### src/rtl/arith_pkg.sv
// Shared definitions for the sequential arithmetic unit.
// Op codes and control FSM state encoding.
package arith_pkg;

  typedef enum logic [1:0] {
    OP_ADD = 2'b00,
    OP_SUB = 2'b01,
    OP_MUL = 2'b10,
    OP_CMP = 2'b11
  } op_e;

  typedef enum logic {
    IDLE    = 1'b0,
    MUL_RUN = 1'b1
  } state_e;

endpackage

### src/rtl/shift_add_mul_core.sv
// Iterative shift-add multiplier datapath.
// One adder; the FSM in the top level sequences load/step.
module shift_add_mul_core
  import arith_pkg::*;
#(
  parameter int WIDTH = 8
) (
  input  logic               clk,
  input  logic               rst_n,
  input  logic               load_i,
  input  logic               step_i,
  input  logic [WIDTH-1:0]   a_i,
  input  logic [WIDTH-1:0]   b_i,
  output logic               last_o,
  output logic [2*WIDTH-1:0] prod_o
);

  localparam int CW = (WIDTH > 1) ? $clog2(WIDTH) : 1;
  localparam logic [CW-1:0] CNT_MAX = CW'(WIDTH - 1);

  logic [2*WIDTH-1:0] acc_q, acc_d;
  logic [2*WIDTH-1:0] mcand_q, mcand_d;
  logic [WIDTH-1:0]   mplr_q, mplr_d;
  logic [CW-1:0]      cnt_q, cnt_d;
  logic [2*WIDTH-1:0] acc_nxt;

  // Accumulator after the current step; the final product on the last step.
  always_comb begin
    acc_nxt = acc_q + (mplr_q[0] ? mcand_q : '0);
  end

  assign prod_o = acc_nxt;
  assign last_o = (cnt_q == '0);

  // Next-state for load and step.
  always_comb begin
    acc_d   = acc_q;
    mcand_d = mcand_q;
    mplr_d  = mplr_q;
    cnt_d   = cnt_q;
    if (load_i) begin
      acc_d   = '0;
      mcand_d = {{WIDTH{1'b0}}, a_i};
      mplr_d  = b_i;
      cnt_d   = CNT_MAX;
    end else if (step_i) begin
      acc_d   = acc_nxt;
      mcand_d = mcand_q << 1;
      mplr_d  = mplr_q >> 1;
      if (cnt_q != '0) begin
        cnt_d = cnt_q - 1'b1;
      end
    end
  end

  // Datapath registers.
  always_ff @(posedge clk or negedge rst_n) begin
    if (!rst_n) begin
      acc_q   <= '0;
      mcand_q <= '0;
      mplr_q  <= '0;
      cnt_q   <= '0;
    end else begin
      acc_q   <= acc_d;
      mcand_q <= mcand_d;
      mplr_q  <= mplr_d;
      cnt_q   <= cnt_d;
    end
  end

endmodule

### src/rtl/seq_arith_unit.sv
// Clocked ADD/SUB/CMP/MUL engine with start/busy/done handshake.
// Single-cycle ops complete at accept; MUL iterates WIDTH cycles.
module seq_arith_unit
  import arith_pkg::*;
#(
  parameter int WIDTH = 8
) (
  input  logic               clk,
  input  logic               rst_n,
  input  logic               start,
  input  logic [1:0]         op,
  input  logic [WIDTH-1:0]   in1,
  input  logic [WIDTH-1:0]   in2,
  output logic               busy,
  output logic               done,
  output logic [2*WIDTH-1:0] result,
  output logic               lt
);

  state_e             state_q, state_d;
  logic               busy_q, busy_d;
  logic               done_q, done_d;
  logic [2*WIDTH-1:0] result_q, result_d;
  logic               lt_q, lt_d;

  logic               mul_load;
  logic               mul_step;
  logic               mul_last;
  logic [2*WIDTH-1:0] mul_prod;
  logic [WIDTH:0]     sum;
  logic [WIDTH:0]     diff;

  assign sum  = {1'b0, in1} + {1'b0, in2};
  assign diff = {1'b0, in1} - {1'b0, in2};

  shift_add_mul_core #(
    .WIDTH (WIDTH)
  ) u_core (
    .clk    (clk),
    .rst_n  (rst_n),
    .load_i (mul_load),
    .step_i (mul_step),
    .a_i    (in1),
    .b_i    (in2),
    .last_o (mul_last),
    .prod_o (mul_prod)
  );

  // Next-state and output-register updates for the control FSM.
  always_comb begin
    state_d  = state_q;
    busy_d   = busy_q;
    done_d   = 1'b0;
    result_d = result_q;
    lt_d     = lt_q;
    mul_load = 1'b0;
    mul_step = 1'b0;
    unique case (state_q)
      IDLE: begin
        busy_d = 1'b0;
        if (start) begin
          unique case (op_e'(op))
            OP_ADD: begin
              result_d = {{(WIDTH-1){1'b0}}, sum};
              done_d   = 1'b1;
            end
            OP_SUB: begin
              result_d = {{(WIDTH-1){1'b0}}, diff};
              done_d   = 1'b1;
            end
            OP_CMP: begin
              result_d = '0;
              lt_d     = (in1 < in2);
              done_d   = 1'b1;
            end
            OP_MUL: begin
              mul_load = 1'b1;
              busy_d   = 1'b1;
              state_d  = MUL_RUN;
            end
            default: ;
          endcase
        end
      end
      MUL_RUN: begin
        mul_step = 1'b1;
        if (mul_last) begin
          result_d = mul_prod;
          done_d   = 1'b1;
          busy_d   = 1'b0;
          state_d  = IDLE;
        end
      end
      default: begin
        state_d = IDLE;
        busy_d  = 1'b0;
      end
    endcase
  end

  // Control state and registered outputs.
  always_ff @(posedge clk or negedge rst_n) begin
    if (!rst_n) begin
      state_q  <= IDLE;
      busy_q   <= 1'b0;
      done_q   <= 1'b0;
      result_q <= '0;
      lt_q     <= 1'b0;
    end else begin
      state_q  <= state_d;
      busy_q   <= busy_d;
      done_q   <= done_d;
      result_q <= result_d;
      lt_q     <= lt_d;
    end
  end

  assign busy   = busy_q;
  assign done   = done_q;
  assign result = result_q;
  assign lt     = lt_q;

endmodule
### config.mk
export PLATFORM = sky130hd
export DESIGN_NAME = seq_arith_unit
export DESIGN_NICKNAME = d
export VERILOG_FILES = /design/src/rtl/arith_pkg.sv /design/src/rtl/shift_add_mul_core.sv /design/src/rtl/seq_arith_unit.sv
export SDC_FILE = /design/constraint.sdc
export NUM_CORES = 1
export LEC_CHECK = 0
export ABC_AREA = 1
export CELL_PAD_IN_SITES_DETAIL_PLACEMENT = 1
export CELL_PAD_IN_SITES_GLOBAL_PLACEMENT = 1
export CORE_MARGIN = 2
export CORE_UTILIZATION = 26
export DETAILED_ROUTE_END_ITERATION = 10
export PLACE_DENSITY = 0.53
export SLEW_MARGIN = 20
export SYNTH_ARGS = -nofsm -noshare
export SYNTH_HDL_FRONTEND = slang
export SYNTH_SLANG_ARGS = --single-unit
### constraint.sdc
create_clock -name clk -period 2.4 [get_ports clk]
set_input_delay 0.24 -clock clk [delete_from_list [all_inputs] [get_ports clk]]
set_output_delay 0.24 -clock clk [all_outputs]
set_load 0.005 [all_outputs]
==> impl_table.tex, run 1 <==
\begin{tabular}{lr}
\hline
Metric & Value \\
\hline
\multicolumn{2}{l}{\textbf{Logic synthesis}} \\
Synthesized netlist cell count & 604 \\
Net count of the mapped netlist & 661 \\
Synth Area per Inst & 7.120 µm² \\
Flip-flop and latch count after synthesis & 63 \\
Cell type with the highest aggregate area in the netlist & sky130\_fd\_sc\_hd\_\_dfrtp\_1 \\
Number of synthesis warnings & 0 \\
Synth unique cells & 31 \\
Fraction of synthesized cell area taken by the top area cell type & between 30\% and 40\% \\
Post-synthesis instance area & 4300 µm² \\
Fraction of the yosys area taken by sequential cells & 36.66\% \\
Synth area leaders & sky130\_fd\_sc\_hd\_\_dfrtp\_1, sky130\_fd\_sc\_hd\_\_nand2\_1, sky130\_fd\_sc\_hd\_\_ha\_1 \\
\multicolumn{2}{l}{\textbf{Route}} \\
Pre-antenna DRT Iters & 4 \\
Number of nets with antenna violations after detailed routing & 0 \\
DRC viols & 0 \\
Wire per inst & 15.42 µm \\
Via count & 3,988 \\
Vias per inst & 4.568 \\
DRC marker count from the first detailed-route iteration & approximately 160 \\
Total wire length after detailed routing & 13,460 µm \\
\multicolumn{2}{l}{\textbf{Pwr}} \\
Peak supply drop & approximately 0.46 mV \\
Total leakage power & about 0.0028 µW \\
Combinational cell fraction of total power & 43.1\% \\
Sw Ratio & between 40\% and 50\% \\
Reported net switching power & 2100 µW \\
Clock power share & 24.4\% \\
Power density normalized to cell area & 989.6 nW/µm² \\
Cell Int Power & slightly above 3000 µW \\
Sequential share of power & 32.4\% \\
\multicolumn{2}{l}{\textbf{Timing}} \\
Number of endpoints failing setup at the final stage & 0 \\
Worst max-slew margin expressed relative to the limit & 61.76\% \\
Setup ws final & approximately 0.25 ns \\
Achievable Freq & 0.4644 GHz \\
Measured slew at the worst slew-check pin & between 0.5 and 0.6 ns \\
Period utilization & between 80\% and 90\% \\
RSZ-0062 raised after global routing & no \\
Final hold violation count & 0 \\
Setup Total Neg Slack & 0 ns \\
Final period demand of the worst path & approximately 2.2 ns \\
Clock Skews & 0.008659 ns \\
Max Transition Viols Final & 0 \\
\multicolumn{2}{l}{\textbf{CTS}} \\
Number of clock sinks seen by CTS & 63 \\
Number of setup buffers added after CTS & 0 \\
Clock latency reported for the late side of the worst-skew pair & $\sim$0.34 ns \\
Master cell of the clock root buffer & sky130\_fd\_sc\_hd\_\_clkbuf\_16 \\
TritonCTS clock tree & done \\
Clock-pin slew of the registers on the worst-case setup and hold paths & 0.06 ns \\
CTS H-Tree Depth & 3 \\
Number of buffers inserted during clock tree synthesis & 9 \\
Number of buffers on the longest clock path & 2 \\
\multicolumn{2}{l}{\textbf{Setup path}} \\
CP Class & reg -> reg \\
Maximum fanout encountered on the critical timing path & 15 \\
R2r startpoint & u\_core.mplr\_q[0] \\
Worst Path Arrival & roughly 2.4 ns \\
Kind of capture point of the worst setup path & flip-flop \\
Reg2Reg Setup Slack & 0.25 ns \\
Required time worst endpoint & 2.67 ns \\
Category of the worst setup path launch point & flip-flop \\
Worst Reg-to-Reg Cells & 13 \\
Reg-to-reg endpoint & result[7] \\
\multicolumn{2}{l}{\textbf{Finish}} \\
Post-route insts no fill & between 800 and 900 \\
Layout net count & 705 \\
\# diodes & 0 \\
Area overhead of the layout relative to synthesis & 22.61\% \\
Layout cell share with drive strength beyond 1 & $\sim$6.3\% \\
\multicolumn{2}{l}{\textbf{Run status}} \\
Outcome & finished, final reports clean \\
\multicolumn{2}{l}{\textbf{Global route}} \\
GRT Resource Usage Total & 16.41\% \\
Peak-usage layer in the global routing report & met2 \\
Number of global-route vias before repair & 4,337 \\
Antenna violations before repair & 0 \\
Global-route wire length before repair & 22,660 µm \\
Total gr overflow & 0 \\
Maximum number of pins on one net before global-route repair & 26 \\
GR met2 Demand/Resource & 27.23\% \\
Met3 track utilization from global routing & 2.759\% \\
Met1 track demand over resource & about 22\% \\
\multicolumn{2}{l}{\textbf{Floorplan}} \\
Std cell rows & 47 \\
Initial core utilization & between 20\% and 30\% \\
I/O pin count & 40 \\
Placeable core area & roughly 16,000 µm² \\
Die footprint & 17,580 µm² \\
Width of the chip & 132.6 µm \\
Y dimension of the die & 132.6 µm \\
\multicolumn{2}{l}{\textbf{Place}} \\
Final weighted congestion in routability-driven placement & roughly 0.93 \\
Total instance count after detailed placement & 856 \\
Final HPWL from detailed placement & approximately 11,000 µm \\
Port-buffer cells & 39 \\
Pre-CTS setup slack & about 0.017 ns \\
\multicolumn{2}{l}{\textbf{Job}} \\
Number of max-cap violations & 0 \\
\multicolumn{2}{l}{\textbf{Min path}} \\
Min-Delay Path Class & in -> async \\
\hline
\end{tabular}
## cell type report
| cell class | instances | area [µm²] |
|---|---|---|
| Fill cell | 2089 | 11080 |
| Inverter | 104 | 390.4 |
| Clock buffer | 12 | 256.5 |
| Timing Repair Buffer | 51 | 490.5 |
| Tap cell | 220 | 275.3 |
| Sequential cell | 63 | 1577 |
| Multi-Input combinational cell | 419 | 2253 |
| Clock inverter | 4 | 30.03 |
## per-stage QoR
| stage | total power, µW | area, µm² | utilization (%) | hold slack (ns) |
|---|---|---|---|---|
| after floorplan | 3092 | 4300 | - | -0.05559 |
| after global placement | 3959 | 4964 | 30.36 | 0.2692 |
| after detailed placement | 4013 | 4964 | 30.36 | 0.2801 |
| after CTS | 5320 | 5260 | 32.18 | 0.4540 |
| after global routing | 5679 | 5273 | 32.25 | 0.4706 |
| final | 5218 | 5273 | 32.25 | 0.4276 |
## per-layer routing
layer / share of wire (%) / vias up / wire, µm
met1: 49 / 1915 / 6581
met3: 2.0 / 17 / 264
met2: 47 / 35 / 6394
met4: 1.7 / 0 / 223
li1: - / 2021 / -
met5: 0 / - / 0
## kinds of logic (layout without fill, tap and decap cells)
kind of cell / count (synthesis) / after routing / synth area share [%]
simple gates: 294 / 294 / 28.19
buf+inv: 122 / 171 / 11.23
compound gates: 86 / 86 / 12.31
flops: 63 / 63 / 36.66
fa+ha+maj: 36 / 36 / 11.00
xor+xnor: 3 / 3 / 0.6111
## repair_timing
| item | in CTS | in global routing |
|---|---|---|
| gates resized for setup | 0 | 4 |
| setup endpoints to repair | 0 | 3 |
| hold endpoints to repair | 19 | 0 |
| hold buffers | 1 | 0 |
## flip-flops by register name (all words and copies together) (netlist names)
name / flops
u_core.mcand_q: 16
u_core.mplr_q: 8
busy: 1
done: 1
state_q: 1
u_core.cnt_q: 3
result: 16
u_core.acc_q: 16
lt: 1
## Yosys cell counts
cell type and instances:
sky130_fd_sc_hd__o221ai_1 13, sky130_fd_sc_hd__fa_1 3, sky130_fd_sc_hd__o22ai_1 10, sky130_fd_sc_hd__nand3_1 43, sky130_fd_sc_hd__nand2_1 199, sky130_fd_sc_hd__dfrtp_1 63, sky130_fd_sc_hd__nor2_1 33, sky130_fd_sc_hd__buf_6 1
sky130_fd_sc_hd__nand4_1 8, sky130_fd_sc_hd__o21ai_4 1, sky130_fd_sc_hd__ha_1 33, sky130_fd_sc_hd__buf_2 10, sky130_fd_sc_hd__inv_1 98, sky130_fd_sc_hd__inv_2 6, sky130_fd_sc_hd__o211ai_1 1, sky130_fd_sc_hd__nand3b_1 7
sky130_fd_sc_hd__nor2_2 2, sky130_fd_sc_hd__o21ai_1 1, sky130_fd_sc_hd__a31oi_1 4, sky130_fd_sc_hd__o21a_1 2, sky130_fd_sc_hd__a211oi_1 1, sky130_fd_sc_hd__a21oi_1 30, sky130_fd_sc_hd__nor3_1 1, sky130_fd_sc_hd__buf_1 1
sky130_fd_sc_hd__o21ai_0 22, sky130_fd_sc_hd__buf_4 1, sky130_fd_sc_hd__and2_1 1, sky130_fd_sc_hd__clkbuf_2 1, sky130_fd_sc_hd__a21oi_4 1, sky130_fd_sc_hd__xor2_1 3, sky130_fd_sc_hd__clkbuf_1 4
## power by group through the flow
stage                     clock network [µW]  logic (µW)  registers [µW]
after global placement                     0        2250            1710
after CTS                               1310        2310            1700
after global routing                    1350        2570            1760
final                                   1270        2250            1690
after floorplan                            0        1410            1680
after detailed placement                   0        2290            1720
## critical path, stage by stage, from the launching register on
cell	delay (ns)
sky130_fd_sc_hd__dfrtp_1	0.40
sky130_fd_sc_hd__buf_4	0.20
sky130_fd_sc_hd__nand2_1	0.08
sky130_fd_sc_hd__inv_1	0.05
sky130_fd_sc_hd__ha_1	0.33
sky130_fd_sc_hd__nand2_1	0.11
sky130_fd_sc_hd__inv_1	0.07
sky130_fd_sc_hd__a21oi_1	0.18
sky130_fd_sc_hd__nand2_1	0.16
sky130_fd_sc_hd__nand2_1	0.10
sky130_fd_sc_hd__nand3_1	0.11
sky130_fd_sc_hd__nand2_1	0.09
sky130_fd_sc_hd__inv_1	0.05
sky130_fd_sc_hd__a21oi_1	0.14
## worst max path at each step
stage,start,to,slack [ns]
5_1_grt,u_core.mplr_q[0],result[9],0.01
4_1_cts,u_core.mplr_q[0],result[13],0.19
3_5_place_dp,in1[0],result[4],0.02
3_3_place_gp,in1[0],result[4],0.07
6_report,u_core.mplr_q[0],result[7],0.25
2_1_floorplan,u_core.mplr_q[0],result[12],0.33
## layout by cell type, fill, tap and decap left out, types with 2 or more instances in the layout
master	count
sky130_fd_sc_hd__nand2_1	197
sky130_fd_sc_hd__inv_1	98
sky130_fd_sc_hd__dfrtp_1	63
sky130_fd_sc_hd__nand3_1	43
sky130_fd_sc_hd__clkdlybuf4s50_1	38
sky130_fd_sc_hd__nor2_1	33
sky130_fd_sc_hd__ha_1	33
sky130_fd_sc_hd__a21oi_1	28
sky130_fd_sc_hd__o21ai_0	22
sky130_fd_sc_hd__o221ai_1	13
sky130_fd_sc_hd__o22ai_1	10
sky130_fd_sc_hd__buf_4	10
sky130_fd_sc_hd__clkbuf_16	9
sky130_fd_sc_hd__nand4_1	8
sky130_fd_sc_hd__nand3b_1	7
sky130_fd_sc_hd__inv_2	6
sky130_fd_sc_hd__a31oi_1	4
sky130_fd_sc_hd__xor2_1	3
sky130_fd_sc_hd__fa_1	3
sky130_fd_sc_hd__nor2_2	2
sky130_fd_sc_hd__a21oi_2	2
sky130_fd_sc_hd__o21a_1	2
sky130_fd_sc_hd__nand2_2	2
sky130_fd_sc_hd__clkinv_4	2
sky130_fd_sc_hd__clkbuf_8	2
(Power assumes the default switching activity.)
==> run 2, diff against run 1 <==
--- a/config.mk
+++ b/config.mk
@@ -6,6 +6,7 @@
 export NUM_CORES = 1
 export LEC_CHECK = 0
 export ABC_AREA = 1
+export CAP_MARGIN = 20
 export CELL_PAD_IN_SITES_DETAIL_PLACEMENT = 1
 export CELL_PAD_IN_SITES_GLOBAL_PLACEMENT = 1
 export CORE_MARGIN = 2
==> results of run 2 <==
Final layout, timing and power as in run 1 (identical DEF).
==> run 3, diff against run 2 <==
--- a/config.mk
+++ b/config.mk
@@ -11,8 +11,9 @@
 export CELL_PAD_IN_SITES_GLOBAL_PLACEMENT = 1
 export CORE_MARGIN = 2
 export CORE_UTILIZATION = 26
+export CTS_BUF_LIST = sky130_fd_sc_hd__clkbuf_4
 export DETAILED_ROUTE_END_ITERATION = 10
-export PLACE_DENSITY = 0.53
+export PLACE_DENSITY_LB_ADDON = 0.15
 export SLEW_MARGIN = 20
 export SYNTH_ARGS = -nofsm -noshare
 export SYNTH_HDL_FRONTEND = slang
==> constraint.sdc (replaced) <==
create_clock -name clk -period 2.5 [get_ports clk]
set_input_delay 0.25 -clock clk [delete_from_list [all_inputs] [get_ports clk]]
set_output_delay 0.25 -clock clk [all_outputs]
set_load 0.005 [all_outputs]
==> impl_table.tex, run 3 (synthesis gave the netlist of run 1 again) <==
\begin{tabular}{lr}
\hline
Metric & Value \\
\hline
\multicolumn{2}{l}{\textbf{Setup path}} \\
Launching instance or port of the critical path & u\_core.mplr\_q[0] \\
Reg-to-reg endpoint & result[12] \\
Maximum fanout encountered on the critical timing path & 15 \\
Worst Path Arrival & 2.57 ns \\
Largest delay share family, worst path & compound AO/OA/AOI/OAI gates \\
R2r startpoint & u\_core.mplr\_q[0] \\
Buffers \& Inverters on Critical Path & 2 \\
CP Class & reg -> reg \\
Worst Reg-to-Reg Cells & 11 \\
Reg2Reg Setup Slack & 0.33 ns \\
Required time worst endpoint & around 2.9 ns \\
Slowest-stage cell, CP & sky130\_fd\_sc\_hd\_\_dfrtp\_1 \\
Stages on worst setup path & 11 \\
Worst path max stage delay & 0.41 ns \\
Category of the worst setup path launch point & flip-flop \\
Destination of the critical timing path & result[12] \\
Cell-by-cell trace of the critical path & buf\_4, nand2\_1, inv\_1, ha\_1, a21oi\_1, nor2\_1, o21ai\_0, nand3\_1, nand2\_1, nand3\_1, o21ai\_1 \\
Kind of capture point of the worst setup path & flip-flop \\
\multicolumn{2}{l}{\textbf{CTS}} \\
Number of buffers inserted during clock tree synthesis & 9 \\
Clock latency reported for the late side of the worst-skew pair & 0.46 ns \\
Number of gates resized after CTS & 0 \\
Master cell of the clock root buffer & sky130\_fd\_sc\_hd\_\_clkbuf\_4 \\
TritonCTS clock tree & done \\
Number of buffers on the longest clock path & 2 \\
Clock-pin slew of the registers on the worst-case setup and hold paths & 0.12 ns \\
CTS H-Tree Depth & 3 \\
Number of clock sinks seen by CTS & 63 \\
\multicolumn{2}{l}{\textbf{Pwr}} \\
Reported net switching power & about 1900 µW \\
Sequential share of power & 35.5\% \\
Cell Int Power & 2651 µW \\
Power density normalized to cell area & roughly 900 nW/µm² \\
Total leakage power & $\sim$0.0028 µW \\
Peak supply drop & approximately 0.3 mV \\
Combinational cell fraction of total power & a little under half \\
Sw Ratio & between 40 and 50\% \\
Clock power share & 17.7\% \\
\multicolumn{2}{l}{\textbf{Route}} \\
DRC viols & 0 \\
Via count & about 4,000 \\
Number of nets with antenna violations after detailed routing & 0 \\
Wire per inst & 15.44 µm \\
Total wire length after detailed routing & 13,500 µm \\
Pre-antenna DRT Iters & 4 \\
DRC marker count from the first detailed-route iteration & between 150 and 200 \\
Vias per inst & 4.574 \\
\multicolumn{2}{l}{\textbf{Timing}} \\
Number of endpoints failing setup at the final stage & 0 \\
Final hold violation count & 0 \\
RSZ-0062 raised after global routing & no \\
Setup Total Neg Slack & 0 ns \\
Achievable Freq & 0.4601 GHz \\
Clock Skews & $\sim$0.019 ns \\
Final period demand of the worst path & 2.173 ns \\
Max Transition Viols Final & 0 \\
Measured slew at the worst slew-check pin & 0.5135 ns \\
Worst max-slew margin expressed relative to the limit & between 60\% and 70\% \\
Period utilization & 86.93\% \\
\multicolumn{2}{l}{\textbf{Global route}} \\
Number of global-route vias before repair & around 4,300 \\
Global-route wire length before repair & 22,160 µm \\
Maximum number of pins on one net before global-route repair & 47 \\
Total gr overflow & 0 \\
Antenna violations before repair & 1 \\
GRT Resource Usage Total & 16.21\% \\
\multicolumn{2}{l}{\textbf{Floorplan}} \\
Width of the chip & between 100 and 150 µm \\
Placeable core area & roughly 16,000 µm² \\
I/O pin count & 40 \\
Initial core utilization & 26.30\% \\
Std cell rows & 47 \\
Y dimension of the die & 132.6 µm \\
Die footprint & between 15,000 and 20,000 µm² \\
\multicolumn{2}{l}{\textbf{Finish}} \\
Layout cell share with drive strength beyond 1 & 5.360\% \\
Leading cell type in the layout, fill and taps excluded & sky130\_fd\_sc\_hd\_\_nand2\_1 \\
Filler Cells Inserted & 2,084 \\
Finished Cell Area & slightly above 5000 µm² \\
Layout net count & 706 \\
Area overhead of the layout relative to synthesis & 19.23\% \\
Commonest cells after routing, fill and taps aside & sky130\_fd\_sc\_hd\_\_nand2\_1, sky130\_fd\_sc\_hd\_\_inv\_1, sky130\_fd\_sc\_hd\_\_dfrtp\_1 \\
\multicolumn{2}{l}{\textbf{Place}} \\
Standard cell area after detailed placement & 4971 µm² \\
Final HPWL from detailed placement & 10,530 µm \\
Final weighted congestion in routability-driven placement & 0.8427 \\
Port-buffer cells & 39 \\
\multicolumn{2}{l}{\textbf{Min path}} \\
Min-Delay Path Class & in -> async \\
\multicolumn{2}{l}{\textbf{Job}} \\
Number of max-cap violations & 0 \\
\multicolumn{2}{l}{\textbf{Run status}} \\
Outcome & finished, final reports clean \\
\hline
\end{tabular}
[run 3: layout make-up]
cell class	count	area [µm²]	area share (%)
clock buffers	9	67.56	1.318
repair buffers	52	498.0	9.712
multi-input cells	419	2241	43.70
diodes	1	2.502	0.04880
inverters	104	390.4	7.613
clock inverters	6	76.32	1.489
flip-flops and latches	63	1577	30.75
well taps	220	275.3	5.368
[run 3: metal layers]
metal  vias to the layer above  global-route usage (%)  part of all wire (%)
met5                         -                       0                     0
met1                      1924                   21.85                    50
met2                        44                   26.42                    46
met4                         0                   6.033                   1.6
li1                       2016                       -                     -
met3                        14                   2.261                   2.5
[run 3: how the worst min path moves through the flow]
stage / start / end / slack [ns]
final: rst_n / result[2] / 0.29
after floorplan: rst_n / busy / -0.05
after global placement: rst_n / done / 0.24
after global routing: rst_n / result[2] / 0.32
after detailed placement: rst_n / done / 0.25
after CTS: rst_n / u_core.mcand_q[0] / 0.27
[run 3: through the flow]
| stage | total power (µW) | hold WS [ns] | worst slack, ns | utilization [%] | instances |
|---|---|---|---|---|---|
| 4_1_cts | 4693 | 0.2743 | 0.3063 | 31.35 | 873 |
| 3_3_place_gp | 3798 | 0.2449 | 0.1403 | 30.41 | 857 |
| 2_1_floorplan | 2968 | -0.04559 | 0.4335 | - | 604 |
| 3_5_place_dp | 3851 | 0.2537 | 0.1002 | 30.41 | 857 |
| 6_report | 4592 | 0.2877 | 0.3266 | 31.36 | 874 |
| 5_1_grt | 5023 | 0.3162 | 0.02982 | 31.36 | 874 |
[run 3: worst reg2reg max path, stage by stage (launching register included)]
cell                      delay, ns
sky130_fd_sc_hd__dfrtp_1       0.41
sky130_fd_sc_hd__buf_4         0.19
sky130_fd_sc_hd__nand2_1       0.07
sky130_fd_sc_hd__inv_1         0.04
sky130_fd_sc_hd__ha_1          0.32
sky130_fd_sc_hd__a21oi_1       0.30
sky130_fd_sc_hd__nor2_1        0.10
sky130_fd_sc_hd__o21ai_0       0.27
sky130_fd_sc_hd__nand3_1       0.12
sky130_fd_sc_hd__nand2_1       0.08
sky130_fd_sc_hd__nand3_1       0.09
sky130_fd_sc_hd__o21ai_1       0.13
[run 3: power groups by stage]
stage | clock network, µW | registers, µW | logic, µW
after floorplan | 0 | 1610 | 1360
after global placement | 0 | 1650 | 2150
after detailed placement | 0 | 1660 | 2190
after CTS | 850 | 1640 | 2200
after global routing | 889 | 1680 | 2450
final | 811 | 1630 | 2150
[run 3: what timing repair did]
item / in CTS / in global routing
hold buffers: 1 / 0
endpoints found under the hold margin: 17 / 0
setup buffers: 0 / 0
